==> src/rtl/seq_mag_comparator.sv <==
// Digit-serial magnitude comparator with 7485-style cascade inputs and a start/busy/done handshake.
// Optional macro SIGNED_CMP_EN: treat operands as two's complement (top bit of MSB slice inverted).
module seq_mag_comparator #(
   parameter int WIDTH = 16,
   parameter int DIGIT = 4
) (
   input  logic             clk,
   input  logic             rst,
   input  logic             start,
   input  logic [WIDTH-1:0] a,
   input  logic [WIDTH-1:0] b,
   input  logic             ei,
   input  logic             li,
   input  logic             gi,
   output logic             busy,
   output logic             done,
   output logic             gt,
   output logic             lt,
   output logic             eq
);

   localparam int NDIG = WIDTH / DIGIT;
   localparam int IW   = (NDIG > 1) ? $clog2(NDIG) : 1;
   localparam logic [IW-1:0] IDX_TOP = IW'(NDIG - 1);

   localparam logic [1:0] S_IDLE    = 2'd0;
   localparam logic [1:0] S_COMPARE = 2'd1;
   localparam logic [1:0] S_DONE    = 2'd2;

   logic [1:0]       state;
   logic [WIDTH-1:0] ra, rb;
   logic             rei, rli, rgi;
   logic [IW-1:0]    idx;
   logic [DIGIT-1:0] sa, sb;
   logic             slice_gt, slice_lt;

   always_comb begin
      sa = '0;
      sb = '0;
      for (int unsigned i = 0; i < NDIG; i++) begin
         if (idx == IW'(i)) begin
            sa = ra[i*DIGIT +: DIGIT];
            sb = rb[i*DIGIT +: DIGIT];
         end
      end
`ifdef SIGNED_CMP_EN
      // Flipping the sign bit of the top slice maps two's complement order onto unsigned order.
      if (idx == IDX_TOP) begin
         sa[DIGIT-1] = ~sa[DIGIT-1];
         sb[DIGIT-1] = ~sb[DIGIT-1];
      end
`endif
      slice_gt = (sa > sb);
      slice_lt = (sa < sb);
   end

   always_ff @(posedge clk or posedge rst) begin
      if (rst) begin
         state <= S_IDLE;
         ra    <= '0;
         rb    <= '0;
         rei   <= 1'b0;
         rli   <= 1'b0;
         rgi   <= 1'b0;
         idx   <= IDX_TOP;
         gt    <= 1'b0;
         lt    <= 1'b0;
         eq    <= 1'b0;
      end else begin
         case (state)
            S_IDLE: begin
               if (start) begin
                  ra    <= a;
                  rb    <= b;
                  rei   <= ei;
                  rli   <= li;
                  rgi   <= gi;
                  idx   <= IDX_TOP;
                  gt    <= 1'b0;
                  lt    <= 1'b0;
                  eq    <= 1'b0;
                  state <= S_COMPARE;
               end
            end
            S_COMPARE: begin
               if (slice_gt) begin
                  gt    <= 1'b1;
                  state <= S_DONE;
               end else if (slice_lt) begin
                  lt    <= 1'b1;
                  state <= S_DONE;
               end else if (idx != '0) begin
                  idx <= idx - 1'b1;
               end else begin
                  // All slices equal: the cascade inputs decide, equal-in has priority.
                  if (rei)      eq <= 1'b1;
                  else if (rgi) gt <= 1'b1;
                  else if (rli) lt <= 1'b1;
                  else          eq <= 1'b1;
                  state <= S_DONE;
               end
            end
            S_DONE:  state <= S_IDLE;
            default: state <= S_IDLE;
         endcase
      end
   end

   assign busy = (state == S_COMPARE);
   assign done = (state == S_DONE);

endmodule

==> config.mk <==
export PLATFORM = sky130hd
export DESIGN_NAME = seq_mag_comparator
export DESIGN_NICKNAME = d
export VERILOG_FILES = /design/src/rtl/seq_mag_comparator.sv
export SDC_FILE = /design/constraint.sdc
export NUM_CORES = 1
export LEC_CHECK = 0
export ABC_AREA = 1
export CAP_MARGIN = 20
export CELL_PAD_IN_SITES_DETAIL_PLACEMENT = 1
export CELL_PAD_IN_SITES_GLOBAL_PLACEMENT = 1
export CORE_UTILIZATION = 27
export CTS_CLUSTER_SIZE = 24
export DETAILED_ROUTE_END_ITERATION = 8
export PLACE_DENSITY = 0.64
export SETUP_SLACK_MARGIN = 0.05
export SLEW_MARGIN = 20
export SYNTH_ARGS = -nofsm -noshare
export SYNTH_HDL_FRONTEND = slang
export SYNTH_SLANG_ARGS = --single-unit
==> constraint.sdc <==
create_clock -name clk -period 3.03 [get_ports clk]
set_input_delay 0.4545 -clock clk [delete_from_list [all_inputs] [get_ports clk]]
set_output_delay 0.4545 -clock clk [all_outputs]
set_load 0.02 [all_outputs]
==> flow_summary_export.csv <==
group,metric,value,unit
outcome,outcome,"complete, no violations",
clocking,post_cts.resized_instances,0,
clocking,cts_inserted_buffers,5,
pwr,p_leak,1.35,nW
synthesis,netlist.area_leader.share,0.478,
synthesis,synth-seq-cells,42,
detailed_routing,topRoutingLayerUsed,"met4",
detailed_routing,wl_final,4980,um
placed_design,hpwlAfterDp,3700,um
placed_design,post-place-cells,398,
detailed_routing,wl_per_cell,12.3,um
cells_and_area,antenna-diode-count,0,
critical_path,timing.critical_path.slowest_stage_cell,"sky130_fd_sc_hd__dfstp_2",
synthesis,netlist_area,2090,um2
cells_and_area,multi_input_area,903,um2
critical_path,rr_worst_depth,14,
floorplanning,top_level_ports,43,
floorplanning,initial_core_util,0.284,
synthesis,postSynthAreaPerCell,7.93,um2
critical_path,worst_ep_required_time,3260,ps
clocking,numClockSinks,42,
floorplanning,die-height,90.1,um
critical_path,setup.worst_path.class,"reg2reg",
timing,timing.fmax,0.375,GHz
global_routing,grt_antenna_before_repair,0,
timing,timing_worst_slew_pin_value,657,ps
floorplanning,rows,31,
timing,worst_hold_margin,474,ps
synthesis,yosysUniqueCellTypes,24,
synthesis,post-synth-top-area-cell,"sky130_fd_sc_hd__dfrtp_1",
clocking,post-cts-setup-buffers,0,
detailed_routing,drt-vias-per-instance,4.41,
clocking,cts_max_level,2,
cells_and_area,final_layout_size_suffix_gt1_frac,0.0782,
timing,rsz0062_at_grt,"no",
cells_and_area,fin_cells,406,
timing,fin_setup_tns,0,ps
global_routing,grt_remaining_overflow,0,
global_routing,first_global_vias,1828,
clocking,ctsRootBufferMaster,"sky130_fd_sc_hd__clkbuf_8",
critical_path,worst_reg_to_reg_setup_slack,360,ps
cells_and_area,syn_to_final_growth,29.3,%
global_routing,grt_start_max_net_pins,43,
cells_and_area,nNetsFinal,352,
detailed_routing,first_pass_iters,4,
placed_design,dpl_worst_slack,346,ps
timing,finalHoldViolCount,0,
critical_path,path_common_cell,"sky130_fd_sc_hd__o21ai_1",
detailed_routing,detail-route-antenna-nets,0,
clocking,cts-hold-fix-buffers,0,
critical_path,crit_path_max_fo,9,
timing,max_slew_margin,0.562,
floorplanning,fp.dieArea,8110,um2
cells_and_area,utilization,0.367,
synthesis,share_of_synthesized_flip_flops_with_an_asynchronous_set_or_reset,1.00,
cells_and_area,register_area,1050,um2
synthesis,post_synthesis_sequential_area_ratio,0.503,
global_routing,grt_first_pass_wirelength,8940,um
synthesis,synth_commonest_cells,"121 x sky130_fd_sc_hd__nand2_1, 40 x sky130_fd_sc_hd__dfrtp_1, 17 x sky130_fd_sc_hd__o21ai_1",
placed_design,port_buffers,42,
global_routing,gr-usage-all-layers,0.137,
placed_design,detailed_place.area,2600,um2
detailed_routing,routed-wl-met3,204,um
clocking,clkLatencyLatePin,290,ps
timing,fin_crit,2670,ps
synthesis,ys_warn_count,0,
critical_path,critPathLaunchType,"register",
floorplanning,die_w,90.1,um
detailed_routing,dr_total_vias,1789,
critical_path,crit_start,"idx[1]$_DFFE_PP1P_",
critical_path,max_stage_delay_on_crit_path,560,ps
pwr,vdd.ir_drop.worst,0.000266,V
critical_path,crit-reg2reg-capture,"idx[1]$_DFFE_PP1P_",
flow_run,cap_violations,0,
detailed_routing,route.layer.met1.wl,2490,um
detailed_routing,route.detailed.drc,0,
detailed_routing,drt_iter0_markers,40,
synthesis,synth_enable_flop_cells,0,
timing,report.final.setup_viol,0,
synthesis,yosysMostFrequentCell,"sky130_fd_sc_hd__nand2_1",
critical_path,cp-endpoint,"idx[1]$_DFFE_PP1P_",
critical_path,worst_setup_path_end_kind,"register",
timing,fin_crit_sh,0.881,
synthesis,synth.net_count,310,
timing,drv_slew,0,
synthesis,postSynthCellCount,264,
cells_and_area,filler_cell_count,907,
pwr,finalPower,2.97,mW
clocking,clk_pin_slew_worst_paths,80,ps
timing,final_critical_path_setup_slack,361,ps
hold_path,min-delay-path-class,"reg2reg",
detailed_routing,route.met2.wl,2230,um
clocking,clock_tree_from_tritoncts,"done",
critical_path,crit_arrival,2900,ps
synthesis,synth.area.top_cells,"sky130_fd_sc_hd__dfrtp_1 48%, sky130_fd_sc_hd__nand2_1 22%, sky130_fd_sc_hd__ha_1 4.8%",
cells_and_area,post-route-cell-area,2710,um2
floorplanning,core_area,7370,um2
critical_path,launch_instance_of_the_worst_register_to_register_path,"idx[1]$_DFFE_PP1P_",
placed_design,place.gp.congestion,0.750,
critical_path,worst_path_cell_chain,"inv_1 -> ha_1 -> nor2_4 -> a22oi_1 -> o21ai_1 -> o21ai_1 -> ha_1 -> a21oi_2 -> nand2_2 -> nand2_1 -> nor2_2 -> nor2_2 -> nand2_1 -> o21ai_1",
pwr,power-per-cell-area,1100,nW/um2
synthesis,synth-main-ff-cell,"sky130_fd_sc_hd__dfrtp_1",
timing,skew_final,4.43,ps
clocking,max-clock-path-buffers,2,
registers in the layout (all words and copies together) (netlist names):
signal	count
state	2
ra	16
rli	1
rb	16
lt	1
gt	1
rei	1
idx	2
rgi	1
eq	1
where the power goes:
group	total, mW	internal [mW]	switching [mW]
Clock	0.441	0.247	0.195
Combinational	1.51	0.574	0.936
Sequential	1.02	0.840	0.177
how the worst min path moves through the flow:
stage                           start           endpoint  cells after the start
global route           gt$_DFFE_PP0P_     gt$_DFFE_PP0P_                      2
global placement       lt$_DFFE_PP0P_     lt$_DFFE_PP0P_                      2
finish                 gt$_DFFE_PP0P_     gt$_DFFE_PP0P_                      2
detailed placement     gt$_DFFE_PP0P_     gt$_DFFE_PP0P_                      2
CTS                    gt$_DFFE_PP0P_     gt$_DFFE_PP0P_                      2
floorplan           rb[9]$_DFFE_PP0P_  rb[9]$_DFFE_PP0P_                      2
worst max-delay path, delay by kind of cell, from the launching register on:
family | cells | cell delay (ps)
and+or+nand+nor | 6 | 740
adders and majority gates | 2 | 630
AOI/OAI and AO/OA | 5 | 600
DFF | 1 | 560
buffers and inverters | 1 | 60
layout by cell type, fill, tap and decap left out, drive strengths merged:
master and instances:
ha 8, o21ai 19, a22oi 7, o211ai 3, nand2 124, nand3 7
a21oi 10, clkdlybuf4s50 42, nor2 12, inv 22, clkbuf 7, nand4 1
dfrtp 40, bufinv 1, buf 2, dfstp 2
cell type report:
class	instances	area share
clock buffer	7	0.0282
multi-input combinational	191	0.334
clock inverter	1	0.0111
timing repair buffer	44	0.161
tap	99	0.0457
sequential	42	0.389
inverter	22	0.0314
cell families (layout without fill, tap and decap cells):
logic type,count (synthesis),after routing,synth area share
simple gates,144,144,0.277
compound gates,39,39,0.107
buf+inv,31,74,0.0657
fa+ha+maj,8,8,0.0478
flops,42,42,0.503
per-layer routing:
metal  vias up  track usage
met3         6       0.0355
li1        914            -
met4         0       0.0403
met1       834        0.191
met5         -            0
met2        35        0.209
(Power assumes the default switching activity.)
